$ cat config.mk
export PLATFORM = sky130hd
export DESIGN_NAME = calc_sequencer_flat
export DESIGN_NICKNAME = d
export VERILOG_FILES = /design/src/rtl/calc_pkg.sv /design/src/rtl/calc_sequencer_if.sv /design/src/rtl/calc_watchdog.sv /design/src/rtl/calc_sequencer.sv /design/src/flat_wrapper.sv
export SDC_FILE = /design/constraint.sdc
export NUM_CORES = 1
export LEC_CHECK = 0
export BUFFER_PORTS_ARGS = -buffer_cell sky130_fd_sc_hd__buf_2
export CORE_UTILIZATION = 54
export DETAILED_ROUTE_END_ITERATION = 12
export GPL_ROUTABILITY_DRIVEN = 0
export PLACE_DENSITY = 0.81
export SETUP_SLACK_MARGIN = 0.02
export SYNTH_ARGS = -nofsm -noshare
export SYNTH_HDL_FRONTEND = slang
export SYNTH_SLANG_ARGS = --single-unit
$ cat constraint.sdc
create_clock -name CLK -period 2.1 [get_ports CLK]
set_clock_uncertainty 0.05 [all_clocks]
set_input_delay 0.63 -clock CLK [delete_from_list [all_inputs] [get_ports CLK]]
set_output_delay 0.63 -clock CLK [all_outputs]
set_load 0.02 [all_outputs]
$ cat src/rtl/calc_pkg.sv
// Shared types and widths for the calculator sequencer.
// Optional feature macro: CALC_TIMEOUT_EN (ALU watchdog).
package calc_pkg;

    localparam int WORD_W   = 32;
    localparam int NIBBLE_W = 4;

    typedef enum logic [1:0] {
        EDIT   = 2'd0,
        LAUNCH = 2'd1,
        WAIT   = 2'd2
    } state_e;

    typedef enum logic [1:0] {
        DIV   = 2'b00,
        PLUS  = 2'b01,
        MINUS = 2'b10,
        MUL   = 2'b11
    } op_e;

endpackage

$ cat src/rtl/calc_sequencer_if.sv
// User/ALU/LCD signal bundle of the calculator sequencer.
// master: the environment (keypad, buttons, ALU, LCD). slave: calc_sequencer.
interface calc_sequencer_if;
    import calc_pkg::*;

    logic                key_valid;
    logic [NIBBLE_W-1:0] key_code;
    logic                sel_tgl;
    logic                op_next;
    logic                clr;
    logic                go;
    logic                alu_done;
    logic [WORD_W-1:0]   alu_result;
    logic                lcd_ack;
    logic [WORD_W-1:0]   a;
    logic [WORD_W-1:0]   b;
    logic [WORD_W-1:0]   c;
    logic [1:0]          operation;
    logic                sel;
    logic                alu_start;
    logic                busy;
    logic                err;
    logic                lcd_req;

    modport master (
        output key_valid, key_code, sel_tgl, op_next, clr, go,
               alu_done, alu_result, lcd_ack,
        input  a, b, c, operation, sel, alu_start, busy, err, lcd_req
    );

    modport slave (
        input  key_valid, key_code, sel_tgl, op_next, clr, go,
               alu_done, alu_result, lcd_ack,
        output a, b, c, operation, sel, alu_start, busy, err, lcd_req
    );

endinterface

$ cat src/rtl/calc_watchdog.sv
// ALU watchdog: counts enabled cycles since the last clear and flags the
// TIMEOUT-th one. Instantiated only when CALC_TIMEOUT_EN is defined.
module calc_watchdog #(
    parameter int TIMEOUT = 1024
) (
    input  logic CLK,
    input  logic RESET,
    input  logic clear,
    input  logic enable,
    output logic expired
);

    // count_reg holds the number of enabled cycles already elapsed, so the
    // TIMEOUT-th enabled cycle is the one that sees TIMEOUT-1.
    localparam int CNT_W = $clog2(TIMEOUT);

    logic [CNT_W-1:0] count_reg;

    assign expired = enable && (count_reg == CNT_W'(TIMEOUT - 1));

    // Clear on launch, then count enabled cycles, saturating at expiry.
    always_ff @(posedge CLK or negedge RESET) begin
        if (!RESET) begin
            count_reg <= '0;
        end else if (clear) begin
            count_reg <= '0;
        end else if (enable && !expired) begin
            count_reg <= count_reg + 1'b1;
        end
    end

endmodule

$ cat src/rtl/calc_sequencer.sv
// Calculator sequencer: builds operands A/B from keypad digits, selects the
// operation, runs one ALU start/done transaction per GO and keeps a
// coalescing LCD refresh request.
// Optional feature macro: CALC_TIMEOUT_EN (ALU watchdog and sticky ERR).
module calc_sequencer
    import calc_pkg::*;
#(
    parameter int                TIMEOUT = 1024,
    parameter logic [WORD_W-1:0] A_INIT  = 32'h0000_0000,
    parameter logic [WORD_W-1:0] B_INIT  = 32'h0000_0000
) (
    input logic             CLK,
    input logic             RESET,
    calc_sequencer_if.slave bus
);

    localparam logic [1:0] S_EDIT   = EDIT;
    localparam logic [1:0] S_LAUNCH = LAUNCH;
    localparam logic [1:0] S_WAIT   = WAIT;

    logic [1:0]        state_reg, state_next;
    logic [WORD_W-1:0] c_reg, c_next;
    logic [1:0]        oper_reg, oper_next;
    logic              sel_reg, sel_next;
    logic              err_reg, err_next;
    logic              lcd_req_reg, lcd_req_next;

    logic in_edit, in_launch, in_wait;
    logic do_clr, do_key, do_sel, do_op;
    logic wd_expired;
    logic changed;

    assign in_edit   = (state_reg == S_EDIT);
    assign in_launch = (state_reg == S_LAUNCH);
    assign in_wait   = (state_reg == S_WAIT);

    // Edit inputs only act in EDIT; only the highest-priority one is used.
    assign do_clr = in_edit && bus.clr;
    assign do_key = in_edit && !bus.clr && bus.key_valid;
    assign do_sel = in_edit && !bus.clr && !bus.key_valid && bus.sel_tgl;
    assign do_op  = in_edit && !bus.clr && !bus.key_valid && !bus.sel_tgl && bus.op_next;

    // Operand registers: index 0 is A, index 1 is B; only the selected one edits.
    for (genvar gi = 0; gi < 2; gi++) begin : g_opnd
        localparam logic [WORD_W-1:0] INIT = (gi == 0) ? A_INIT : B_INIT;

        logic [WORD_W-1:0] opnd_reg, opnd_next;
        logic              hit;
        logic              opnd_chg;

        assign hit      = (int'(sel_reg) == gi);
        assign opnd_chg = (opnd_next != opnd_reg);

        // Clear or shift in a new low nibble, dropping the oldest one.
        always_comb begin
            opnd_next = opnd_reg;
            if (hit && do_clr) begin
                opnd_next = '0;
            end else if (hit && do_key) begin
                opnd_next = {opnd_reg[WORD_W-NIBBLE_W-1:0], bus.key_code};
            end
        end

        // Operand storage.
        always_ff @(posedge CLK or negedge RESET) begin
            if (!RESET) begin
                opnd_reg <= INIT;
            end else begin
                opnd_reg <= opnd_next;
            end
        end
    end

`ifdef CALC_TIMEOUT_EN
    calc_watchdog #(
        .TIMEOUT (TIMEOUT)
    ) u_watchdog (
        .CLK     (CLK),
        .RESET   (RESET),
        .clear   (in_launch),
        .enable  (in_wait),
        .expired (wd_expired)
    );
`else
    // No watchdog: WAIT only ends on alu_done and ERR never sets.
    assign wd_expired = 1'b0 && (TIMEOUT < 2);
`endif

    // Sequencing, result capture, selection, operation and error flag.
    always_comb begin
        state_next = state_reg;
        c_next     = c_reg;
        oper_next  = oper_reg;
        sel_next   = sel_reg;
        err_next   = err_reg;
        case (state_reg)
            S_EDIT: begin
                if (do_sel) sel_next = ~sel_reg;
                if (do_op) oper_next = oper_reg + 2'd1;
                if (do_clr || bus.go) err_next = 1'b0;
                if (bus.go) state_next = S_LAUNCH;
            end
            S_LAUNCH: state_next = S_WAIT;
            S_WAIT: begin
                // A done arriving with the expiry cycle takes precedence.
                if (bus.alu_done) begin
                    c_next     = bus.alu_result;
                    state_next = S_EDIT;
                end else if (wd_expired) begin
                    err_next   = 1'b1;
                    state_next = S_EDIT;
                end
            end
            default: state_next = S_EDIT;
        endcase
    end

    // Any visible change raises the refresh; an ack only clears a quiet cycle.
    always_comb begin
        changed = g_opnd[0].opnd_chg || g_opnd[1].opnd_chg ||
                  (c_next != c_reg) || (oper_next != oper_reg) ||
                  (sel_next != sel_reg) || (err_next != err_reg);
        lcd_req_next = changed ? 1'b1 : (bus.lcd_ack ? 1'b0 : lcd_req_reg);
    end

    // Control and status registers; refresh requested out of reset.
    always_ff @(posedge CLK or negedge RESET) begin
        if (!RESET) begin
            state_reg   <= S_EDIT;
            c_reg       <= '0;
            oper_reg    <= PLUS;
            sel_reg     <= 1'b0;
            err_reg     <= 1'b0;
            lcd_req_reg <= 1'b1;
        end else begin
            state_reg   <= state_next;
            c_reg       <= c_next;
            oper_reg    <= oper_next;
            sel_reg     <= sel_next;
            err_reg     <= err_next;
            lcd_req_reg <= lcd_req_next;
        end
    end

    assign bus.a         = g_opnd[0].opnd_reg;
    assign bus.b         = g_opnd[1].opnd_reg;
    assign bus.c         = c_reg;
    assign bus.operation = oper_reg;
    assign bus.sel       = sel_reg;
    assign bus.alu_start = in_launch;
    assign bus.busy      = !in_edit;
    assign bus.err       = err_reg;
    assign bus.lcd_req   = lcd_req_reg;

endmodule

$ cat src/flat_wrapper.sv
// flat-port wrapper written by rule: the top's interface ports become plain ports
module calc_sequencer_flat import calc_pkg::*;
#(
    parameter int                TIMEOUT = 1024,
    parameter logic [WORD_W-1:0] A_INIT  = 32'h0000_0000,
    parameter logic [WORD_W-1:0] B_INIT  = 32'h0000_0000
)
  (CLK, RESET, bus_key_valid, bus_key_code, bus_sel_tgl, bus_op_next, bus_clr, bus_go, bus_alu_done, bus_alu_result, bus_lcd_ack, bus_a, bus_b, bus_c, bus_operation, bus_sel, bus_alu_start, bus_busy, bus_err, bus_lcd_req);
  calc_sequencer_if bus_i ();
  input logic CLK;
  input logic RESET;
  input wire logic [$bits(bus_i.key_valid)-1:0] bus_key_valid;
  input wire logic [$bits(bus_i.key_code)-1:0] bus_key_code;
  input wire logic [$bits(bus_i.sel_tgl)-1:0] bus_sel_tgl;
  input wire logic [$bits(bus_i.op_next)-1:0] bus_op_next;
  input wire logic [$bits(bus_i.clr)-1:0] bus_clr;
  input wire logic [$bits(bus_i.go)-1:0] bus_go;
  input wire logic [$bits(bus_i.alu_done)-1:0] bus_alu_done;
  input wire logic [$bits(bus_i.alu_result)-1:0] bus_alu_result;
  input wire logic [$bits(bus_i.lcd_ack)-1:0] bus_lcd_ack;
  output wire logic [$bits(bus_i.a)-1:0] bus_a;
  output wire logic [$bits(bus_i.b)-1:0] bus_b;
  output wire logic [$bits(bus_i.c)-1:0] bus_c;
  output wire logic [$bits(bus_i.operation)-1:0] bus_operation;
  output wire logic [$bits(bus_i.sel)-1:0] bus_sel;
  output wire logic [$bits(bus_i.alu_start)-1:0] bus_alu_start;
  output wire logic [$bits(bus_i.busy)-1:0] bus_busy;
  output wire logic [$bits(bus_i.err)-1:0] bus_err;
  output wire logic [$bits(bus_i.lcd_req)-1:0] bus_lcd_req;
  assign bus_i.key_valid = bus_key_valid;
  assign bus_i.key_code = bus_key_code;
  assign bus_i.sel_tgl = bus_sel_tgl;
  assign bus_i.op_next = bus_op_next;
  assign bus_i.clr = bus_clr;
  assign bus_i.go = bus_go;
  assign bus_i.alu_done = bus_alu_done;
  assign bus_i.alu_result = bus_alu_result;
  assign bus_i.lcd_ack = bus_lcd_ack;
  assign bus_a = bus_i.a;
  assign bus_b = bus_i.b;
  assign bus_c = bus_i.c;
  assign bus_operation = bus_i.operation;
  assign bus_sel = bus_i.sel;
  assign bus_alu_start = bus_i.alu_start;
  assign bus_busy = bus_i.busy;
  assign bus_err = bus_i.err;
  assign bus_lcd_req = bus_i.lcd_req;
  calc_sequencer #(.TIMEOUT(TIMEOUT), .A_INIT(A_INIT), .B_INIT(B_INIT)) u_core (.CLK(CLK), .RESET(RESET), .bus(bus_i));
endmodule
# Word level (Yosys, flattened, before mapping)
# Index checks and enable logic that the tools add are counted.
# totals
ff_bits,103
output_inout_bits,103
elab_cells,62
in_bits,45
# classes
reduce_logical,24
bitwise_logic,2
addsub,1
n_eq_ne,10
mux,17
# op_table
cell,n
$mux W32,6
$ne A32 B32 Y1,3
$logic_and A1 B1 Y1,11
$mux W2,4
$logic_or A1 B1 Y1,6
$mux W1,6
$pmux W2 S3,1
$logic_not A1 Y1,4
$ne A2 B2 Y1 const B,2
$add A2 B1 Y2 const B,1
$eq A2 B1 Y1 const B,1
$eq A2 B2 Y1 const B,1
$logic_not A2 Y1,1
$ne A1 B1 Y1,2
$ne A2 B2 Y1,1
$not A1 Y1,2
$reduce_and A2 Y1,1
$reduce_bool A2 Y1,1

# Depth between registers and ports, before layout
# Gate-level depths: netlist (run 1).
# logic_depth
ltp_word,13
depth_mapped,8

# Worst setup path before layout (run 1)
# OpenSTA, ideal clock, no wires.
# synth_path
path_type,input to register
start,input bus_alu_result[12]
end,register u_core.lcd_req_reg (netlist: u_core.bus.lcd_req)
n_path_buf,0
path_slack_ns,0.051
t_arrival_ns,1.907
stages,6
setup_ns,0.092
required_time_ns,1.958
cell_sequence,nor2b_1 a2111o_1 nor4_1 a41oi_1 a2111oi_2 nand4b_1
# synth_via
elab_chain_cells,8
# synth_lines
item,line,source
"start, declared",flat_wrapper.sv:19,input wire logic [$bits(bus_i.alu_result)-1:0] bus_alu_result;
$mux W32 (*),calc_sequencer.sv:106,if (bus.alu_done) begin
$mux W32 (*),calc_sequencer.sv:96,case (state_reg)
$ne A32 B32 Y1 (*),calc_sequencer.sv:121,(c_next != c_reg) || (oper_next != oper_reg) ||
$logic_or A1 B1 Y1 (*),calc_sequencer.sv:120,changed = g_opnd[0].opnd_chg || g_opnd[1].opnd_chg ||
$logic_or A1 B1 Y1 (*) (2 in a row),calc_sequencer.sv:121,
$logic_or A1 B1 Y1 (*),calc_sequencer.sv:122,(sel_next != sel_reg) || (err_next != err_reg);
$mux W1 / $reduce_bool A2 Y1 (equally long branches),n/a,
"end signal, assigned",calc_sequencer.sv:141,lcd_req_reg <= lcd_req_next;
"end, declared",calc_sequencer.sv:26,"logic lcd_req_reg, lcd_req_next;"
# Mark *: on every way between the ends. The rest lies on a longest branch, timed or not.
# A chain may end at the register's enable or synchronous reset.

# Worst setup path after layout (run 1)
# layout_path
start,register u_core.c_reg[9] (netlist: u_core.bus.c[9])
end,register u_core.lcd_req_reg (netlist: u_core.bus.lcd_req)
# layout_via
elab_chain_cells,8
# layout_lines
item,line,source
"start, declared",calc_sequencer.sv:22,"logic [WORD_W-1:0] c_reg, c_next;"
"start signal, assigned",calc_sequencer.sv:137,c_reg <= c_next;
$mux W32,calc_sequencer.sv:106,
$mux W32,calc_sequencer.sv:96,
$ne A32 B32 Y1 (*),calc_sequencer.sv:121,
$logic_or A1 B1 Y1 (*),calc_sequencer.sv:120,
$logic_or A1 B1 Y1 (*) (2 in a row),calc_sequencer.sv:121,
$logic_or A1 B1 Y1 (*),calc_sequencer.sv:122,
$mux W1 / $reduce_bool A2 Y1 (equally long branches),n/a,
# Marked as above.

==> results.toml, run 1 <==
[timing]
worstMarginPinSlew_ns = 0.4613
drv_slew = 0
whs_ns = 0.1315
post-route-min-period_ns = 2.055
relSlewSlack_pct = 68.45
min_period_over_period_pct = 97.85
timing_hold_violations_final = 0
finalSetupViolCount = 0
rsz0062_at_grt = "yes"
fmax_mhz = 486.6

[yosys]
synth-edff-count = 0
async_flop_share_pct = 100.0
yosysSeqAreaShare_pct = 45.27
ys_warn_count = 0
synth_cells = 668
syn_avg_cell_area_um2 = 8.532
ys_types = 55
synth_area_mm2 = 0.005699
synthFlopType = "dfrtp_1"
ys_seq_elements = 103
mappedNetlistNets = 713

[cts]
h-tree-depth = 3
postCtsSetupBuffers = 0
clock-sinks = 103
root_buffer = "clkbuf_8"
cts_max_path_buffers = 2
cts_tree = "built"
path_clk_slew_ns = 0.11
cts_buffers = 9
clock_latency_ns = 0.37

[worst_setup_path]
critPathKind = "flip-flop to flip-flop"
worst-path-max-fanout = 4
crit_chain = "nor2b_1 -> a2111o_1 -> a2111oi_1 -> a31oi_1 -> a21oi_1 -> nand4b_1"
cpPeakStageDelay_ns = 0.48
crit_buf_inv = 0
worstSetupEndpointType = "flip-flop"
slowest_stage = "a2111oi_1"
crit_required_ns = 2.35
cp-start-kind = "flip-flop"
arrival_ns = 2.30
critPathTopFamily = "compound AO/OA/AOI/OAI gates"

[layout]
diodes = 0
drive_gt1_share_pct = 29.93
area_growth_pct = 25.33
finish.instance_area_mm2 = 0.007143
nNetsFinal = 892

[pwr]
total_leakage_power_nw = 3.385
power_w = 0.008285
p_per_area_mw_per_mm2 = 1160
peakVddDrop_mv = 0.9812
comb_power_share_pct = 47.8
power.share.clock_pct = 14.5
p_sw_w = 0.003704
sequentialPowerShare_pct = 37.7
switching_share_pct = 44.70
internal-power_w = 0.004581

[floorplan]
io_pins = 148
die_w_um = 104.7
fp.dieH_um = 104.7
core_mm2 = 0.01028
rows = 37
dieArea_mm2 = 0.01097
start_util_pct = 55.45

[detailed_routing]
drt-total-wl_mm = 17.46
drt_iter0_drc = 533
wire_per_inst_um = 17.67
met2_length_mm = 8.305
drtPass1Iterations = 6
met1Wirelength_mm = 6.833
top_layer_used = "met4"
vias = 5994
ant_nets = 0
vias_per_cell = 6.067
wl_met3_mm = 1.693
drc = 0

[job]
max_cap_viol_count = 0

[global_routing]
gr-total-overflow = 0
grt_pass1_wl_mm = 28.21
grt_pass1_vias = 5729
grt_usage_pct = 32.08
antenna_found_initial = 0
grt_start_max_net_pins = 34

[placement]
place.port_buffers = 147
hpwl_mm = 12.87
placedInstanceArea_mm2 = 0.006929

[status]
status = "finished, final reports clean"

[worst_hold_path]
hold_class = "input port to async pin"
-- cells in the final DEF, fill, tap and decap left out, types with 4 or more instances in the layout --
cell	synthesis	layout
nor2_1	15	14
clkbuf_8	0	9
inv_1	42	42
nand2b_1	31	31
dfrtp_1	101	100
nor4_1	13	12
nand2_1	146	146
a21oi_1	79	79
inv_6	0	4
a22oi_1	5	5
o22ai_1	17	17
mux2_2	24	24
buf_12	0	4
o221ai_1	5	5
nor2b_1	31	31
a41oi_1	4	4
a31oi_1	6	6
a221oi_1	4	4
xnor2_1	8	8
buf_2	10	146
a2111o_1	6	6
buf_4	0	49
o2111ai_1	5	5
o21ai_0	32	32
-- power groups by stage --
stage	logic (W)	clock network (W)	registers [W]
2_1_floorplan	0.00187	0	0.00363
3_3_place_gp	0.00378	0	0.00310
3_5_place_dp	0.00387	0	0.00314
4_1_cts	0.00389	0.00123	0.00311
5_1_grt	0.00425	0.00131	0.00319
6_report	0.00396	0.00120	0.00312
-- per-stage QoR --
stage,setup slack [ns],TNS (ns),util (%),std cells
finish,0.04513,0,69.50,988
global route,-0.01472,-0.01472,69.50,988
CTS,0.02800,0,69.26,988
detailed placement,-0.3736,-0.3736,67.42,972
global placement,-0.3064,-0.3064,67.42,972
floorplan,0.05119,0,-,668
-- logic make-up after synthesis --
logic type,count (synthesis),share of synthesized area [%]
flip-flops,103,45.27
multiplexers,24,4.742
buffers and inverters,76,5.225
AO/OA/AOI/OAI,184,20.07
AND/OR/NAND/NOR,271,23.16
XOR/XNOR,10,1.537
-- synthesized netlist by cell type (all sizes together) (8+ instances only) --
cell type  count  share of area [%]
nor2b         31                3.4
a21oi         79                6.9
o22ai         17                1.9
nor2          16                1.1
inv           44                2.9
nand2        146                9.6
nor4          13                1.4
buf           10               0.88
nand2b        31                3.4
clkbuf        22                1.4
xnor2          8                1.2
dfrtp        101                 44
o21ai         33                2.9
mux2          24                4.7
-- layout make-up --
type / instances / area [um^2]
Clock buffer: 9 / 123.9
Clock inverter: 7 / 63.81
Fill cell: 848 / 3134
Inverter: 44 / 165.2
Multi-Input combinational cell: 489 / 2849
Sequential cell: 103 / 2581
Tap cell: 136 / 170.2
Timing Repair Buffer: 200 / 1190
-- path summary, 6_finish.rpt --
check                                              from                      end  slack, ns  cells after the start
worst max register to register          u_core.bus.c[9]       u_core.bus.lcd_req       0.05                      6
worst max-delay path                    u_core.bus.c[9]       u_core.bus.lcd_req       0.05                      6
worst min-delay path                              RESET         u_core.bus.a[29]       0.13                      1
min in group CLK                u_core.bus.operation[1]  u_core.bus.operation[1]       0.43                      1
worst min register to register  u_core.bus.operation[1]  u_core.bus.operation[1]       0.43                      1
max in group asynchronous                         RESET       u_core.bus.lcd_req       1.29                      2
-- metal layers --
metal | up-vias | global-route usage (%)
li1 | 2698 | -
met1 | 2839 | 41.80
met2 | 388 | 51.80
met3 | 69 | 6.176
met4 | 0 | 14.89
met5 | - | 0
-- worst register-to-register path, cell delays in order (launching register included) --
cell	delay, ns
dfrtp_1	0.43
nor2b_1	0.15
a2111o_1	0.39
a2111oi_1	0.48
a31oi_1	0.20
a21oi_1	0.18
nand4b_1	0.11
-- what timing repair did --
item | CTS | global route
hold buffers | 0 | 0
resized for setup | 1 | 8
endpoints found under the hold margin | 0 | 0
pin swaps | 2 | 0
endpoints found under the setup margin | 1 | 14
No activity file was read; power rests on OpenSTA's default activity.
==> inputs of run 2 (changes only) <==
BUFFER_PORTS_ARGS = -buffer_cell sky130_fd_sc_hd__buf_4   (was -buffer_cell sky130_fd_sc_hd__buf_2)
CTS_CLUSTER_DIAMETER = 50   (was not set)
==> run 2 against run 1 <==
  * Core utilization rose by 3.9 points
  * Register-to-register slack improved by 0.06 ns
  * Sequential share of layout area fell by 1.9 points
  * Worst hold slack got worse by 0.066 ns
  * Largest power group unchanged
  * Fmax rose by 1.6%
  * Final area rose by 5.6%
  * Die area did not move
==> results.toml, run 2 (same netlist as run 1, synthesis figures left out) <==
[floorplan]
rows = 37
fp.dieH_um = 104.7
start_util_pct = 55.45
io_pins = 148
die_w_um = 104.7
core_mm2 = 0.01028
dieArea_mm2 = 0.01097

[timing]
post-route-min-period_ns = 2.022
drv_slew = 0
relSlewSlack_pct = 67.67
finalSetupViolCount = 0
rsz0062_at_grt = "no"
timing_hold_violations_final = 0
worstMarginPinSlew_ns = 0.4727
fmax_mhz = 494.6
min_period_over_period_pct = 96.28

[worst_setup_path]
critPathTopFamily = "buffers and inverters"
critPathKind = "flip-flop to primary output"
arrival_ns = 1.34
slowest_stage = "dfrtp_1"
worst-path-max-fanout = 9
cpPeakStageDelay_ns = 0.39
crit_required_ns = 1.42
cp_common_cell = "buf_4"
worstSetupEndpointType = "primary output"
crit_buf_inv = 3
crit_chain = "buf_4 -> nor2_2 -> inv_1 -> buf_4"
cp-start-kind = "flip-flop"

[cts]
postCtsSetupBuffers = 0
cts_tree = "built"
root_buffer = "clkbuf_8"
cts_max_path_buffers = 2
clock-sinks = 103
h-tree-depth = 3
path_clk_slew_ns = 0.10
clock_latency_ns = 0.37
cts_buffers = 9

[global_routing]
grt_pass1_wl_mm = 28.04
antenna_found_initial = 0
grt_usage_pct = 32.17
grt_pass1_vias = 5637
gr-total-overflow = 0
grt_start_max_net_pins = 45

[detailed_routing]
vias_per_cell = 5.862
wire_per_inst_um = 17.61
drc = 0
drt-total-wl_mm = 17.50
ant_nets = 0
vias = 5827
drt_iter0_drc = 459
drtPass1Iterations = 5

[worst_hold_path]
hold_class = "input port to async pin"

[layout]
layoutNonFillerInstCount = 994
nNetsFinal = 898
layout_common_cells = "buf_4, nand2_1, dfrtp_1"
diodes = 0
drive_gt1_share_pct = 30.19
final_common_cell = "buf_4"
area_growth_pct = 32.36
utilization_pct = 73.40

[job]
max_cap_viol_count = 0

[placement]
hpwl_mm = 13.04
placed_cells = 978
place.port_buffers = 147

[status]
status = "finished, final reports clean"

[pwr]
total_leakage_power_nw = 3.472
peakVddDrop_mv = 0.7855
p_per_area_mw_per_mm2 = 1142
run 2: cell count changes in the layout (fill, tap and decap cells not counted), moves of 2 or more:
| cell | before | now |
|---|---|---|
| clkinv_4 | 0 | 2 |
| inv_6 | 4 | 1 |
| buf_2 | 146 | 0 |
| buf_4 | 49 | 202 |
run 2: metrics by stage:
| step | hold slack [ns] | instance area, um^2 | total power, W | setup WS (ns) | TNS (ns) |
|---|---|---|---|---|---|
| detailed placement | 0.4346 | 7340 | 0.007363 | -0.2565 | -0.2565 |
| CTS | 0.06167 | 7532 | 0.008576 | 0.03472 | 0 |
| global route | 0.07617 | 7543 | 0.009060 | 0.03227 | 0 |
| finish | 0.06572 | 7543 | 0.008617 | 0.07818 | 0 |
| floorplan | 0.2844 | 5699 | 0.005501 | 0.05119 | 0 |
| global placement | 0.4169 | 7340 | 0.007260 | -0.3246 | -0.3246 |
run 2: worst paths after layout:
check                                   startpoint                       to  slack (ns)  cells past startpoint
setup / recovery               u_core.state_reg[0]                 bus_busy        0.08                      4
hold / removal                               RESET         u_core.bus.a[24]        0.07                      1
setup reg to reg                  u_core.bus.c[12]       u_core.bus.lcd_req        0.11                      6
hold reg to reg            u_core.bus.operation[1]  u_core.bus.operation[1]        0.44                      1
max in group asynchronous                    RESET       u_core.bus.lcd_req        1.37                      2
min in group CLK                            bus_go      u_core.state_reg[0]        0.44                      2
run 2: repair_timing:
item	4_1_cts	5_1_grt
endpoints found under the setup margin	1	1
resized for setup	1	4
hold buffers	0	0
run 2: per-layer routing:
| layer | GRT usage, % | vias to the layer above | routed length [um] |
|---|---|---|---|
| li1 | - | 2703 | - |
| met1 | 42.17 | 2750 | 7102 |
| met2 | 51.89 | 328 | 8409 |
| met3 | 6.238 | 46 | 1501 |
| met4 | 14.39 | 0 | 488 |
| met5 | 0 | - | 0 |
run 2: power breakdown:
group	internal [W]	switching, W	leakage, nW
Sequential	0.00251	0.000661	1.36
Clock	0.000480	0.000726	0.0910
Combinational	0.00194	0.00230	2.02
Total	0.00493	0.00369	3.47
run 2: area by class of cell:
type | count | area [um^2]
clock inverters | 6 | 52.55
inverters | 44 | 165.2
clock buffers | 10 | 137.6
repair buffers | 206 | 1597
fillers | 765 | 2734
multi-input cells | 489 | 2841
well taps | 136 | 170.2
flip-flops and latches | 103 | 2580
run 2: worst reg2reg max path, delay by kind of cell, from the launching register on:
kind             cells  cell delay (ns)
flip-flops           1             0.41
AND/OR/NAND/NOR      3             0.51
AO/OA/AOI/OAI        3             0.97
